<file path="src/rtl/rx_8b9b_pkg.sv">
// rtl/rx_8b9b_pkg.sv - receiver state encoding and width helper for the 8b9b link
package rx_8b9b_pkg;

  typedef enum logic [1:0] {
    ST_IDLE  = 2'd0,
    ST_START = 2'd1,
    ST_DATA  = 2'd2,
    ST_GAP   = 2'd3
  } rx_state_e;

  // Minimum of 1 bit so a degenerate width never produces a zero-width vector.
  function automatic int clog2(input int value);
    int w;
    w = 1;
    while ((1 << w) < value) begin
      w = w + 1;
    end
    return w;
  endfunction

endpackage

</file>
<file path="src/rtl/rx_8b9b_link_if.sv">
// rtl/rx_8b9b_link_if.sv - line input and word/frame strobes of the 8b9b receiver
interface rx_8b9b_link_if #(
  parameter int WORD_WIDTH  = 8,
  parameter int COUNT_WIDTH = 16
);
  logic                   enable;
  logic                   data_in;
  logic [WORD_WIDTH-1:0]  word_out;
  logic                   word_write;
  logic                   frame_complete;
  logic [COUNT_WIDTH-1:0] frame_words;
  logic                   start_error;

  modport master (
    input  enable,
    input  data_in,
    output word_out,
    output word_write,
    output frame_complete,
    output frame_words,
    output start_error
  );

  modport slave (
    output enable,
    output data_in,
    input  word_out,
    input  word_write,
    input  frame_complete,
    input  frame_words,
    input  start_error
  );
endinterface

</file>
<file path="src/rtl/bit_sync_2ff.sv">
// rtl/bit_sync_2ff.sv - two-flop synchroniser for an asynchronous single-bit input
module bit_sync_2ff #(
  parameter logic RESET_VALUE = 1'b1
) (
  input  logic i_clk,
  input  logic i_rst_n,
  input  logic i_d,
  output logic o_q
);

  logic r_meta;
  logic r_sync;

  always_ff @(posedge i_clk or negedge i_rst_n) begin
    if (!i_rst_n) begin
      r_meta <= RESET_VALUE;
      r_sync <= RESET_VALUE;
    end else begin
      r_meta <= i_d;
      r_sync <= r_meta;
    end
  end

  assign o_q = r_sync;

endmodule

</file>
<file path="src/rtl/rx_8b9b_link.sv">
// rtl/rx_8b9b_link.sv - oversampling 8b9b frame receiver; phase locked once per frame at the idle falling edge
module rx_8b9b_link
  import rx_8b9b_pkg::*;
#(
  parameter int WORD_WIDTH  = 8,
  parameter int OVERSAMPLE  = 4,
  parameter int COUNT_WIDTH = 16
) (
  input  logic           clk,
  input  logic           async_reset_n,
  rx_8b9b_link_if.master bus
);

  localparam int PH_W  = clog2(OVERSAMPLE);
  localparam int BIT_W = clog2(WORD_WIDTH);
  localparam logic [PH_W-1:0]  PH_FULL  = PH_W'(OVERSAMPLE - 1);
  localparam logic [PH_W-1:0]  PH_HALF  = PH_W'(OVERSAMPLE / 2 - 1);
  localparam logic [BIT_W-1:0] BIT_LAST = BIT_W'(WORD_WIDTH - 1);

  logic                   w_s;
  logic                   w_ph_zero;
  logic                   r_s_prev;
  rx_state_e              r_state,          w_state_nxt;
  logic [PH_W-1:0]        r_ph,             w_ph_nxt;
  logic [BIT_W-1:0]       r_bit_idx,        w_bit_nxt;
  logic [WORD_WIDTH-1:0]  r_shift,          w_shift_nxt;
  logic [COUNT_WIDTH-1:0] r_count,          w_count_nxt;
  logic                   r_word_pend,      w_word_pend_nxt;
  logic                   r_frame_pend,     w_frame_pend_nxt;
  logic [WORD_WIDTH-1:0]  r_word_out,       w_word_out_nxt;
  logic                   r_word_write,     w_word_write_nxt;
  logic                   r_frame_complete, w_frame_complete_nxt;
  logic [COUNT_WIDTH-1:0] r_frame_words,    w_frame_words_nxt;
  logic                   r_start_error,    w_start_error_nxt;

  bit_sync_2ff #(
    .RESET_VALUE (1'b1)
  ) u_sync (
    .i_clk   (clk),
    .i_rst_n (async_reset_n),
    .i_d     (bus.data_in),
    .o_q     (w_s)
  );

  assign w_ph_zero = (r_ph == '0);

  always_ff @(posedge clk or negedge async_reset_n) begin
    if (!async_reset_n) begin
      r_s_prev         <= 1'b1;
      r_state          <= ST_IDLE;
      r_ph             <= '0;
      r_bit_idx        <= '0;
      r_shift          <= '0;
      r_count          <= '0;
      r_word_pend      <= 1'b0;
      r_frame_pend     <= 1'b0;
      r_word_out       <= '0;
      r_word_write     <= 1'b0;
      r_frame_complete <= 1'b0;
      r_frame_words    <= '0;
      r_start_error    <= 1'b0;
    end else begin
      r_s_prev         <= w_s;
      r_state          <= w_state_nxt;
      r_ph             <= w_ph_nxt;
      r_bit_idx        <= w_bit_nxt;
      r_shift          <= w_shift_nxt;
      r_count          <= w_count_nxt;
      r_word_pend      <= w_word_pend_nxt;
      r_frame_pend     <= w_frame_pend_nxt;
      r_word_out       <= w_word_out_nxt;
      r_word_write     <= w_word_write_nxt;
      r_frame_complete <= w_frame_complete_nxt;
      r_frame_words    <= w_frame_words_nxt;
      r_start_error    <= w_start_error_nxt;
    end
  end

  // Word and frame-end events are detected at the mid-slot sample and published one
  // cycle later, which keeps frame_complete exactly one bit time behind word_write.
  always_comb begin
    w_state_nxt          = r_state;
    w_ph_nxt             = r_ph;
    w_bit_nxt            = r_bit_idx;
    w_shift_nxt          = r_shift;
    w_count_nxt          = r_count;
    w_word_pend_nxt      = 1'b0;
    w_frame_pend_nxt     = 1'b0;
    w_word_out_nxt       = r_word_out;
    w_word_write_nxt     = 1'b0;
    w_frame_complete_nxt = 1'b0;
    w_frame_words_nxt    = r_frame_words;
    w_start_error_nxt    = 1'b0;

    if (!bus.enable) begin
      w_state_nxt = ST_IDLE;
      w_count_nxt = '0;
    end else begin
      if (r_word_pend) begin
        w_word_out_nxt   = r_shift;
        w_word_write_nxt = 1'b1;
      end
      if (r_frame_pend) begin
        w_frame_complete_nxt = 1'b1;
        w_frame_words_nxt    = r_count;
        w_count_nxt          = '0;
      end

      unique case (r_state)
        ST_IDLE: begin
          if (r_s_prev && !w_s) begin
            w_ph_nxt    = PH_HALF;
            w_state_nxt = ST_START;
          end
        end

        ST_START: begin
          if (!w_ph_zero) begin
            w_ph_nxt = r_ph - PH_W'(1);
          end else if (!w_s) begin
            w_shift_nxt = '0;
            w_bit_nxt   = '0;
            w_ph_nxt    = PH_FULL;
            w_state_nxt = ST_DATA;
          end else begin
            w_start_error_nxt = 1'b1;
            w_frame_pend_nxt  = (r_count != '0);
            w_state_nxt       = ST_IDLE;
          end
        end

        ST_DATA: begin
          if (!w_ph_zero) begin
            w_ph_nxt = r_ph - PH_W'(1);
          end else begin
            w_shift_nxt = {w_s, r_shift[WORD_WIDTH-1:1]};
            w_ph_nxt    = PH_FULL;
            if (r_bit_idx == BIT_LAST) begin
              w_word_pend_nxt = 1'b1;
              w_count_nxt     = (r_count == '1) ? r_count : r_count + COUNT_WIDTH'(1);
              w_state_nxt     = ST_GAP;
            end else begin
              w_bit_nxt = r_bit_idx + BIT_W'(1);
            end
          end
        end

        ST_GAP: begin
          if (!w_ph_zero) begin
            w_ph_nxt = r_ph - PH_W'(1);
          end else if (!w_s) begin
            w_bit_nxt   = '0;
            w_ph_nxt    = PH_FULL;
            w_state_nxt = ST_DATA;
          end else begin
            w_frame_pend_nxt = 1'b1;
            w_state_nxt      = ST_IDLE;
          end
        end

        default: w_state_nxt = ST_IDLE;
      endcase
    end
  end

  assign bus.word_out       = r_word_out;
  assign bus.word_write     = r_word_write;
  assign bus.frame_complete = r_frame_complete;
  assign bus.frame_words    = r_frame_words;
  assign bus.start_error    = r_start_error;

endmodule
</file>
<file path="src/flat_wrapper.sv">
// flat-port wrapper written by rule: the top's interface ports become plain ports
module rx_8b9b_link_flat import rx_8b9b_pkg::*;
#(
  parameter int WORD_WIDTH  = 8,
  parameter int OVERSAMPLE  = 4,
  parameter int COUNT_WIDTH = 16
)
  (clk, async_reset_n, bus_enable, bus_data_in, bus_word_out, bus_word_write, bus_frame_complete, bus_frame_words, bus_start_error);
  rx_8b9b_link_if #(.WORD_WIDTH(WORD_WIDTH), .COUNT_WIDTH(COUNT_WIDTH)) bus_i ();
  input  logic clk;
  input  logic async_reset_n;
  input wire logic [$bits(bus_i.enable)-1:0] bus_enable;
  input wire logic [$bits(bus_i.data_in)-1:0] bus_data_in;
  output wire logic [$bits(bus_i.word_out)-1:0] bus_word_out;
  output wire logic [$bits(bus_i.word_write)-1:0] bus_word_write;
  output wire logic [$bits(bus_i.frame_complete)-1:0] bus_frame_complete;
  output wire logic [$bits(bus_i.frame_words)-1:0] bus_frame_words;
  output wire logic [$bits(bus_i.start_error)-1:0] bus_start_error;
  assign bus_i.enable = bus_enable;
  assign bus_i.data_in = bus_data_in;
  assign bus_word_out = bus_i.word_out;
  assign bus_word_write = bus_i.word_write;
  assign bus_frame_complete = bus_i.frame_complete;
  assign bus_frame_words = bus_i.frame_words;
  assign bus_start_error = bus_i.start_error;
  rx_8b9b_link #(.WORD_WIDTH(WORD_WIDTH), .OVERSAMPLE(OVERSAMPLE), .COUNT_WIDTH(COUNT_WIDTH)) u_core (.clk(clk), .async_reset_n(async_reset_n), .bus(bus_i));
endmodule
</file>
<file path="config.mk">
export PLATFORM = sky130hd
export DESIGN_NAME = rx_8b9b_link_flat
export DESIGN_NICKNAME = d
export VERILOG_FILES = /design/src/rtl/rx_8b9b_pkg.sv /design/src/rtl/rx_8b9b_link_if.sv /design/src/rtl/bit_sync_2ff.sv /design/src/rtl/rx_8b9b_link.sv /design/src/flat_wrapper.sv
export SDC_FILE = /design/constraint.sdc
export NUM_CORES = 1
export LEC_CHECK = 0
export ABC_AREA = 1
export BUFFER_PORTS_ARGS = -buffer_cell sky130_fd_sc_hd__buf_2
export CAP_MARGIN = 5
export CORE_MARGIN = 5
export CORE_UTILIZATION = 51
export DETAILED_ROUTE_END_ITERATION = 16
export PLACE_DENSITY = 0.7
export SKIP_LAST_GASP = 1
export SYNTH_ARGS = -nofsm -noshare
export SYNTH_HDL_FRONTEND = slang
export SYNTH_SLANG_ARGS = --single-unit
</file>
<file path="constraint.sdc">
create_clock -name clk -period 3.8 [get_ports clk]
set_clock_uncertainty 0.15 [all_clocks]
set_input_delay 0.57 -clock clk [delete_from_list [all_inputs] [get_ports clk]]
set_output_delay 0.57 -clock clk [all_outputs]
set_load 0.005 [all_outputs]
</file>
==> key figures, run 1 <==
Synth
  – Yosys top cell area share: 50.2%
  – Seq cells post-synth: 63
  – Netlist cell types: 32
  – Simple-Gate Fraction of Synth Area: 23.8%
  – Post-Syn Instances: 348
  – Post-synthesis mux area share: 0.376%
  – Post-synthesis compound-gate area fraction: a little over an eighth
  – Mean Syn Cell Area: 8.60 um2
  – Synth Flop Type: dfrtp_1
  – Mapped Area: 2990 um2
  – Net count after synthesis: 357
  – Area share of fa/ha/maj cells after synthesis: 2.09%
  – Post-synth EDFFs: 0
  – Synth area leader: dfrtp_1
  – Post-synth top cells: nand2_1, dfrtp_1, inv_1, o21ai_0, nor2_1
  – Ranking of synthesized cells by area: dfrtp_1, nand2_1, o21ai_0
  – Post-synthesis sequential area ratio: 52.8%
  – Largest family of logic cells by synthesized area: simple AND/OR/NAND/NOR gates
  – XOR/XNOR share of the synthesized area: 0%
  – Most frequent cell after synthesis: nand2_1
  – Yosys Warn Count: 0
  – Async S/R FF share, synth: 100%

Cells and area
  – Fill cell count: 500
  – Fin util: roughly three fifths
  – Area of the multi-input gates: 1180 um2
  – Area growth syn-to-layout: 13.0%
  – Number of diodes: 0
  – Fraction of layout cells with a size suffix above 1: 18.2%
  – Sequential Area: approximately 1600 um2
  – Layout Nets: 389

CTS
  – Post-CTS setup buffer count: 0
  – CTS Root Buffer Type: clkbuf_8
  – CTS Hold Bufs: 0
  – Post-CTS sizing: 0
  – H-tree depth: 3
  – Clock Sinks: 63
  – Cts bufs inserted: 9
  – CTS Buffer Depth: 2
  – Clock Latency Late Sink: 340 ps
  – CTS clk-pin slew, worst paths: around 70 ps
  – CTS tree: done

Critical path
  – Startpoint types: flop
  – Buffers & Inverters on Critical Path: 1
  – Top cell by count, worst path: nand2_1
  – Critical Path Fanout Max: 12
  – CP Class: flop to flop
  – Critical path data arrival time: 2230 ps
  – Worst EP required: ~4000 ps
  – Crit path cell chain: inv_1 > ha_1 > nand2_1 > nor2_4 > nand2_1 > nor2_1 > nand2_1 > a21oi_1 > nand2_1 > nand2_1
  – Largest delay share family, worst path: simple AND/OR/NAND/NOR gates
  – Max incr delay on CP: 390 ps
  – Worst setup EP type: flop
  – CP max stage cell: dfrtp_1

Global routing
  – Global-route wire length before repair: 11.2 mm
  – Total congestion overflow: 0
  – Largest net degree at the start of global routing: 43
  – Vias in the first global route: 2399
  – All-Layer GR Usage: 19.0%
  – Initial antenna violation count: 0

Die
  – Num rows: 27
  – Core Region: 5610 um2
  – IO Pins: 31
  – Initial core utilization: 53.3%
  – Chip Width: ~87 um
  – DIE AREA: 7500 um2
  – Die Ht: slightly below 90 um

STA
  – Clock period minus worst slack: 2110 ps
  – Hold Vio Cnt, Final: 0
  – Final Cycle Share: a little under three fifths
  – Unrepaired setup endpoints after global routing: false
  – Max Freq: about 470 MHz
  – Slew HR: around 46%
  – Worst slew pin tran: 802 ps
  – Final TNS setup: 0 ps
  – Worst hold slack: approximately 47 ps
  – Final Max Slew Viols: 0
  – Final setup vio count: 0

Placed design
  – Placed wire-length estimate: 4.51 mm
  – Global placement routability congestion: 0.958
  – Number of I/O port buffers: 30

Worst hold path
  – Hold Crit Class: primary input to asynchronous set/reset pin

Pwr
  – Leakage: about 0.0017 uW
  – P per Cell Area: between 400 and 500 nW/um2
  – Worst VDD drop: 0.350 mV

Detailed routing
  – Detailed-route DRC error count: 0
  – Post-DRT Antenna Nets: 0
  – Via count: 2518
  – Final WL: roughly 6.4 mm
  – Avg WL per Cell: 14.1 um
  – Detailed Routing Iterations Pass 1: 6
  – Vias per cell: 5.52
  – Starting DRC count in detailed routing: about 250

Run status
  – Status: completed

Run
  – Number of max-cap violations: 0
-- state kept, by name, indices dropped and copies added (netlist names) --
| register | cells |
|---|---|
| u_core.r_state | 2 |
| u_core.bus.word_out | 8 |
| u_core.r_bit_idx | 3 |
| u_core.u_sync.o_q | 1 |
| u_core.u_sync.r_meta | 1 |
| u_core.r_frame_pend | 1 |
| u_core.r_count | 16 |
| u_core.r_shift | 8 |
| u_core.r_s_prev | 1 |
| u_core.bus.word_write | 1 |
| u_core.r_word_pend | 1 |
| u_core.bus.start_error | 1 |
| u_core.bus.frame_complete | 1 |
| u_core.r_ph | 2 |
| u_core.bus.frame_words | 16 |
-- power by group --
| group | leakage (uW) | internal, uW | switching, uW | total [uW] |
|---|---|---|---|---|
| combinational | 0.000801 | 89.8 | 167 | 257 |
| sequential | 0.000844 | 747 | 39.5 | 786 |
| clock | 0.0000985 | 334 | 246 | 580 |
| total | 0.00174 | 1170 | 453 | 1620 |
-- logic make-up (layout without fill, tap and decap cells) --
kind of cell / Yosys count / count (layout)
mux: 1 / 1
fa+ha+maj: 5 / 5
flops: 63 / 63
compound gates: 70 / 70
simple gates: 152 / 152
buf+inv: 57 / 93
-- final cells by class --
| cell class | instances | area share [%] |
|---|---|---|
| Inverter | 47 | 5.22 |
| Timing Repair Buffer | 31 | 4.66 |
| Clock buffer | 12 | 4.59 |
| Multi-Input combinational cell | 228 | 34.9 |
| Sequential cell | 63 | 46.7 |
| Tap cell | 72 | 2.66 |
| Clock inverter | 3 | 1.26 |
-- layout by cell type (no fill, tap or decap), drive strengths merged --
| cell | Yosys | layout |
|---|---|---|
| nor3 | 3 | 3 |
| bufinv | 0 | 1 |
| clkbuf | 5 | 12 |
| clkinvlp | 0 | 1 |
| inv | 47 | 47 |
| dfstp | 3 | 3 |
| buf | 5 | 31 |
| dfrtp | 60 | 60 |
| mux2 | 1 | 1 |
| a22o | 2 | 2 |
| nand2 | 87 | 87 |
| a21oi | 5 | 5 |
| ha | 5 | 5 |
| nand3 | 25 | 25 |
| a31oi | 3 | 3 |
| nor4 | 3 | 3 |
| o211ai | 1 | 1 |
| nand4 | 5 | 5 |
| nor2 | 29 | 29 |
| o21ai | 46 | 46 |
| clkinv | 0 | 1 |
| o21bai | 1 | 1 |
| o31ai | 1 | 1 |
| o2111ai | 2 | 2 |
| o22ai | 9 | 9 |
-- metrics by stage --
| step | instances | setup slack (ps) | power [uW] | instance area, um2 |
|---|---|---|---|---|
| 2_1_floorplan | 348 | 2110 | 986 | 2990 |
| 3_3_place_gp | 441 | 1670 | 1040 | 3180 |
| 3_5_place_dp | 441 | 1660 | 1050 | 3180 |
| 4_1_cts | 456 | 1730 | 1640 | 3380 |
| 5_1_grt | 456 | 1450 | 1720 | 3380 |
| 6_report | 456 | 1690 | 1620 | 3380 |
-- final timing paths --
check	from	end	slack, ps	depth (start not counted)
worst max register to register	u_core.r_ph[0]	u_core.r_count[12]	1690	10
max in group asynchronous	async_reset_n	u_core.r_s_prev	2550	2
worst min register to register	u_core.u_sync.r_meta	u_core.u_sync.o_q	210	0
min in group clk	bus_data_in	u_core.u_sync.r_meta	180	1
worst max-delay path	u_core.r_ph[0]	u_core.r_count[12]	1690	10
worst min-delay path	async_reset_n	u_core.r_count[11]	50	1
-- per-layer routing --
metal	routed length, um	up-vias	track usage, %
li1	-	1207	-
met1	3010	1186	26.3
met2	2840	111	28.0
met3	471	14	4.18
met4	125	0	9.77
met5	0	-	0
No activity file was read; power rests on OpenSTA's default activity.
==> inputs of run 2 (changes only) <==
--- a/config.mk
+++ b/config.mk
@@ -11,7 +11,7 @@
 export CORE_MARGIN = 5
 export CORE_UTILIZATION = 51
 export DETAILED_ROUTE_END_ITERATION = 16
-export PLACE_DENSITY = 0.7
+export PLACE_DENSITY = 0.72
 export SKIP_LAST_GASP = 1
 export SYNTH_ARGS = -nofsm -noshare
 export SYNTH_HDL_FRONTEND = slang
==> constraint.sdc (replaced) <==
create_clock -name clk -period 1.9 [get_ports clk]
set_clock_uncertainty 0.15 [all_clocks]
set_input_delay 0.285 -clock clk [delete_from_list [all_inputs] [get_ports clk]]
set_output_delay 0.285 -clock clk [all_outputs]
set_load 0.005 [all_outputs]
==> run 2 against run 1 <==
Compared with the run above: sequential power grew 100%; clock power grew 110%; register-to-register slack lost 1600 ps; non-clock buffer count grew 14; sequential cell count is the same; fmax grew 19%; sequential share of layout area shrank 2.5 points; utilization grew 3.4 points; worst hold slack gained 60 ps.
==> key figures, run 2 (synthesized netlist as in run 1, its figures left out) <==
Run
  – Number of max-cap violations: 0 (unchanged)

STA
  – Clock period minus worst slack: 1770 ps (-336 ps)
  – Hold Vio Cnt, Final: 0 (unchanged)
  – Worst hold slack: 107 ps (+60.1 ps)
  – Worst slew pin tran: 440 ps (-362 ps)
  – Setup ws final: 125 ps (-1560 ps)
  – Final Cycle Share: 93.4% (+38 points)
  – Max Freq: 563 MHz (+19%)
  – Slew HR: 70.6% (+24 points)
  – Final TNS setup: 0 ps (unchanged)
  – Final Max Slew Viols: 0 (unchanged)
  – Unrepaired setup endpoints after global routing: true
  – Final setup vio count: 0 (unchanged)

Die
  – Core Region: 5610 um2 (unchanged)
  – Num rows: 27 (unchanged)
  – Initial core utilization: 53.3% (unchanged)
  – Chip Width: 86.6 um (unchanged)
  – IO Pins: 31 (unchanged)
  – DIE AREA: 7500 um2 (unchanged)
  – Die Ht: 86.6 um (unchanged)

Placed design
  – Global placement routability congestion: 0.878 (-8.3%)
  – DP Area: 3260 um2 (+2.5%)
  – Placed wire-length estimate: 4.51 mm (about the same)
  – Pre-CTS WS: -42.6 ps (-1700 ps)
  – Number of I/O port buffers: 30 (unchanged)

Detailed routing
  – Avg WL per Cell: 14.0 um (-1.0%)
  – Detailed Routing Iterations Pass 1: 5 (-1)
  – Post-DRT Antenna Nets: 0 (unchanged)
  – Via count: 2521 (+0.12%)
  – Final WL: 6.59 mm (+2.2%)
  – Starting DRC count in detailed routing: 219 (-14%)
  – Detailed-route DRC error count: 0 (unchanged)
  – Vias per cell: 5.35 (-3.1%)

CTS
  – Clock Latency Late Sink: 340 ps (about the same)
  – Clock Sinks: 63 (unchanged)
  – CTS Buffer Depth: 2 (unchanged)
  – CTS Root Buffer Type: clkbuf_8
  – CTS tree: done
  – Cts bufs inserted: 9 (unchanged)
  – CTS clk-pin slew, worst paths: 80 ps (about the same)
  – H-tree depth: 3 (unchanged)

Cells and area
  – Final Cell Area: 3570 um2 (+5.7%)
  – Most frequent cells in the layout: nand2_1, dfrtp_1, inv_1, o21ai_0, buf_2
  – Fraction of layout cells with a size suffix above 1: 23.6% (+5.3 points)
  – Layout Nets: 403 (+3.6%)
  – Area growth syn-to-layout: 19.4%
  – Number of diodes: 0 (unchanged)
  – Fill cell count: 488 (-2.4%)
  – Commonest non-fill, non-tap cell in the layout: nand2_1

Critical path
  – CP Class: flop to flop
  – Critical path data arrival time: 1860 ps (-370 ps)
  – Critical Path Fanout Max: 9 (-3)
  – Startpoint types: flop
  – Worst EP required: 1990 ps (-1930 ps)
  – Worst setup EP type: flop

Pwr
  – Sw power: 1020 uW (+120%)
  – Comb power frac: 17.0% (+1.2 points)
  – Sw Share: 30.3% (+2.4 points)
  – Power Total: 3360 uW (+110%)
  – Leakage: 0.00182 uW (+4.5%)
  – Sequential power share: 47.1% (-1.3 points)
  – Clock Power Share: 35.9% (+0.2 points)
  – P per Cell Area: 940 nW/um2 (+96%)
  – Pint: 2340 uW (+100%)
  – Worst VDD drop: 0.630 mV (+80%)

Global routing
  – Global-route wire length before repair: 11.4 mm (+1.7%)
  – Initial antenna violation count: 0 (unchanged)
  – Vias in the first global route: 2415 (+0.67%)
  – Largest net degree at the start of global routing: 64 (+49%)
  – Total congestion overflow: 0 (unchanged)
  – All-Layer GR Usage: 19.6% (+0.55 points)

Run status
  – Status: completed

Worst hold path
  – Hold Crit Class: primary input to flop
-- run 2: worst paths after layout --
| kind | startpoint | depth (start not counted) | to | slack, ps |
|---|---|---|---|---|
| hold / removal | bus_enable | 3 | u_core.r_count[9] | 110 |
| min in group asynchronous | async_reset_n | 3 | u_core.r_state[0] | 330 |
| hold reg to reg | u_core.u_sync.r_meta | 0 | u_core.u_sync.o_q | 210 |
| setup / recovery | u_core.r_bit_idx[0] | 9 | u_core.r_count[0] | 130 |
| max in group asynchronous | async_reset_n | 3 | u_core.r_s_prev | 970 |
| setup reg to reg | u_core.r_bit_idx[0] | 9 | u_core.r_count[0] | 130 |
-- run 2: repair_timing --
action	CTS	global route
setup buffers	2	1
pin swaps	1	2
setup endpoints to repair	3	25
hold endpoints to repair	61	0
resized for setup	0	15
hold buffers	2	0
-- run 2: worst max-delay path: stages, from the launching register on --
cell	delay [ps]
dfrtp_1	370
ha_2	190
ha_4	160
nand4_2	150
nor2_4	230
nand3_4	160
nand2_1	100
nand2_1	70
o21ai_2	70
inv_2	40
-- run 2: area by class of cell --
class | instances | area (um2) | share of cell area (%)
flip-flops and latches | 63 | 1580 | 44.2
multi-input cells | 228 | 1240 | 34.7
inverters | 47 | 176 | 4.94
clock buffers | 9 | 124 | 3.47
well taps | 72 | 90.1 | 2.52
repair buffers | 45 | 284 | 7.95
clock inverters | 7 | 80.1 | 2.24
-- run 2: power groups by stage --
stage	Combinational, uW	Clock (uW)	Sequential, uW
floorplan	391	0	1580
CTS	532	1230	1570
finish	571	1200	1580
detailed placement	526	0	1600
global placement	506	0	1590
global route	650	1300	1600
-- run 2: through the flow --
stage | std cells | utilization, %
2_1_floorplan | 348 | -
3_3_place_gp | 450 | 58.2
3_5_place_dp | 450 | 58.2
4_1_cts | 470 | 62.4
5_1_grt | 471 | 63.7
6_report | 471 | 63.7
-- run 2: per-layer routing --
metal  vias to the layer above  global-route usage [%]  wire (um)
li1                       1234                       -          -
met5                         -                       0          0
met4                         0                    9.35        114
met1                      1182                    27.4       3000
met3                        11                    4.09        459
met2                        94                    28.9       3020
==> inputs of run 3 (changes only) <==
--- a/config.mk
+++ b/config.mk
@@ -11,8 +11,7 @@
 export CORE_MARGIN = 5
 export CORE_UTILIZATION = 51
 export DETAILED_ROUTE_END_ITERATION = 16
-export PLACE_DENSITY = 0.72
-export SKIP_LAST_GASP = 1
+export PLACE_DENSITY = 0.7
 export SYNTH_ARGS = -nofsm -noshare
 export SYNTH_HDL_FRONTEND = slang
 export SYNTH_SLANG_ARGS = --single-unit
==> constraint.sdc (replaced) <==
create_clock -name clk -period 1.8 [get_ports clk]
set_clock_uncertainty 0.15 [all_clocks]
set_input_delay 0.27 -clock clk [delete_from_list [all_inputs] [get_ports clk]]
set_output_delay 0.27 -clock clk [all_outputs]
set_load 0.005 [all_outputs]
==> run 3 against run 2 <==
Compared with the run above: non-clock buffer count grew 9; final cell count grew 1.9%; combinational power grew 15%; largest cell class unchanged; largest power group unchanged; highest routed layer unchanged.
==> key figures, run 3 (synthesized netlist as in run 1, its figures left out) <==
Critical path
  – Worst setup EP type: flop
  – Max incr delay on CP: 350 ps (-20 ps)
  – CP Class: flop to flop
  – Critical Path Fanout Max: 8 (-1)
  – Crit path cell chain: ha_2 > ha_4 > nand2_4 > nor2_4 > buf_4 > nand3_2 > nor2_2 > o21ai_1 > nand2_1 > inv_1
  – CP max stage cell: dfrtp_1
  – Reg-to-Reg Start: u_core.r_bit_idx[1]
  – Worst r2r path cells: 10 (+1)
  – R2r endpoint: u_core.r_count[6]
  – R2R Setup Slk: 40 ps (-90 ps)
  – Worst EP required: 1890 ps (-100 ps)
  – Startpoint types: flop
  – Critical path data arrival time: 1860 ps (about the same)

Die
  – Initial core utilization: 53.3% (unchanged)
  – Num rows: 27 (unchanged)
  – IO Pins: 31 (unchanged)
  – Core Region: 5610 um2 (unchanged)
  – Chip Width: 86.6 um (unchanged)
  – Die Ht: 86.6 um (unchanged)
  – DIE AREA: 7500 um2 (unchanged)

Detailed routing
  – Post-DRT Antenna Nets: 0 (unchanged)
  – Starting DRC count in detailed routing: 260 (+19%)
  – Avg WL per Cell: 14.1 um (+0.81%)
  – Detailed-route DRC error count: 0 (unchanged)
  – Vias per cell: 5.49 (+2.6%)
  – Final WL: 6.77 mm (+2.7%)
  – Via count: 2635 (+4.5%)
  – Detailed Routing Iterations Pass 1: 6 (+1)

STA
  – Worst slew pin tran: 474 ps (+33.4 ps)
  – Final Max Slew Viols: 0 (unchanged)
  – Hold Vio Cnt, Final: 0 (unchanged)
  – Max Freq: 567 MHz (+0.57%)
  – Final TNS setup: 0 ps (unchanged)
  – Clock period minus worst slack: 1760 ps (-10.1 ps)
  – Unrepaired setup endpoints after global routing: true
  – Final Cycle Share: 98.0% (+4.6 points)
  – Final setup vio count: 0 (unchanged)
  – Setup ws final: 35.2 ps (-89.9 ps)
  – Slew HR: 68.3% (-2.2 points)

Placed design
  – Number of I/O port buffers: 30 (unchanged)
  – DP Area: 3310 um2 (+1.4%)
  – Global placement routability congestion: 0.953 (+8.6%)
  – Placed wire-length estimate: 4.64 mm (+2.9%)
  – Pre-CTS WS: -85.3 ps (-42.7 ps)

Global routing
  – Vias in the first global route: 2434 (+0.79%)
  – Initial antenna violation count: 0 (unchanged)
  – All-Layer GR Usage: 19.7% (+0.15 points)
  – Global-route wire length before repair: 11.6 mm (+1.5%)
  – Total congestion overflow: 0 (unchanged)
  – Largest net degree at the start of global routing: 64 (unchanged)

Cells and area
  – Area growth syn-to-layout: 22.4%
  – Area of the multi-input gates: 1270 um2 (+2.3%)
  – Most frequent cells in the layout: nand2_1, dfrtp_1, inv_1, o21ai_0, buf_2
  – Number of diodes: 0 (unchanged)
  – Sequential Area: 1580 um2 (unchanged)
  – Fill cell count: 478 (-2.0%)
  – Fin util: 65.3% (+1.6 points)
  – Final Cell Area: 3660 um2 (+2.5%)
  – Commonest non-fill, non-tap cell in the layout: nand2_1
  – Layout Nets: 412 (+2.2%)
  – Fraction of layout cells with a size suffix above 1: 26.7% (+3.2 points)

CTS
  – CTS Root Buffer Type: clkbuf_8
  – CTS tree: done
  – Cts bufs inserted: 9 (unchanged)
  – CTS Buffer Depth: 2 (unchanged)
  – Clock Sinks: 63 (unchanged)
  – Clock Latency Late Sink: 350 ps (about the same)
  – H-tree depth: 3 (unchanged)
  – CTS clk-pin slew, worst paths: 80 ps (about the same)

Pwr
  – P per Cell Area: 967 nW/um2 (+2.9%)
  – Worst VDD drop: 0.638 mV (+1.2%)
  – Leakage: 0.00187 uW (+2.8%)
  – Power Total: 3540 uW (+5.5%)

Worst hold path
  – Hold path endpoint: u_core.r_frame_pend
  – Hold path depth: 3 (unchanged)
  – Hold Crit Class: primary input to flop
  – Worst Hold Launch: bus_enable

Run
  – Number of max-cap violations: 0 (unchanged)

Run status
  – Status: completed
run 3: changes by cell type in the layout (fill, tap and decap cells not counted), moves of 2 or more:
| cell | before | now |
|---|---|---|
| clkinv_2 | 0 | 2 |
| inv_6 | 3 | 1 |
| nand2_4 | 0 | 2 |
| nand3_2 | 3 | 5 |
| buf_4 | 11 | 20 |
| nor2_1 | 20 | 18 |
| nand3_1 | 21 | 19 |
run 3: final cells by class:
type,instances,share of cell area (%)
sequential,63,43.2
multi-input combinational,228,34.6
timing repair buffer,54,9.60
inverter,47,4.82
clock buffer,9,3.38
tap,72,2.46
clock inverter,7,1.98
run 3: power breakdown:
group          internal, uW  switching, uW
Combinational           269            385
Sequential             1580           87.9
Clock                   641            583
run 3: repair_timing:
action,in CTS,in global routing
endpoints found under the setup margin,4,18
hold endpoints to repair,61,0
pin swaps,3,10
resized for setup,2,21
setup buffers,3,4
cloned,0,0
hold buffers,2,0
run 3: critical path, delay by kind of cell (launching register included):
kind	cells	cell delay, ps
simple gates	5	550
flops	1	350
compound gates	1	70
buf+inv	2	190
fa+ha+maj	2	340
run 3: worst max-delay path by stage:
stage | start | to | depth (start not counted)
2_1_floorplan | u_core.r_bit_idx[0] | u_core.r_count[6] | 9
5_1_grt | u_core.r_bit_idx[1] | u_core.r_count[15] | 10
4_1_cts | u_core.r_bit_idx[0] | u_core.r_count[12] | 10
3_5_place_dp | u_core.r_bit_idx[0] | u_core.r_count[12] | 10
3_3_place_gp | u_core.r_bit_idx[0] | u_core.r_count[12] | 10
6_report | u_core.r_bit_idx[1] | u_core.r_count[6] | 10
run 3: layer usage:
layer / global-route usage (%) / share of wire (%)
met1: 27.0 / 44
met5: 0 / 0
met4: 8.92 / 2.4
met3: 5.13 / 7.9
met2: 29.3 / 46
run 3: through the flow:
stage / hold WS, ps / cells
final: 165 / 480
after global routing: 178 / 480
after CTS: 135 / 477
after detailed placement: 156 / 456
after global placement: 153 / 456
after floorplan: -176 / 348
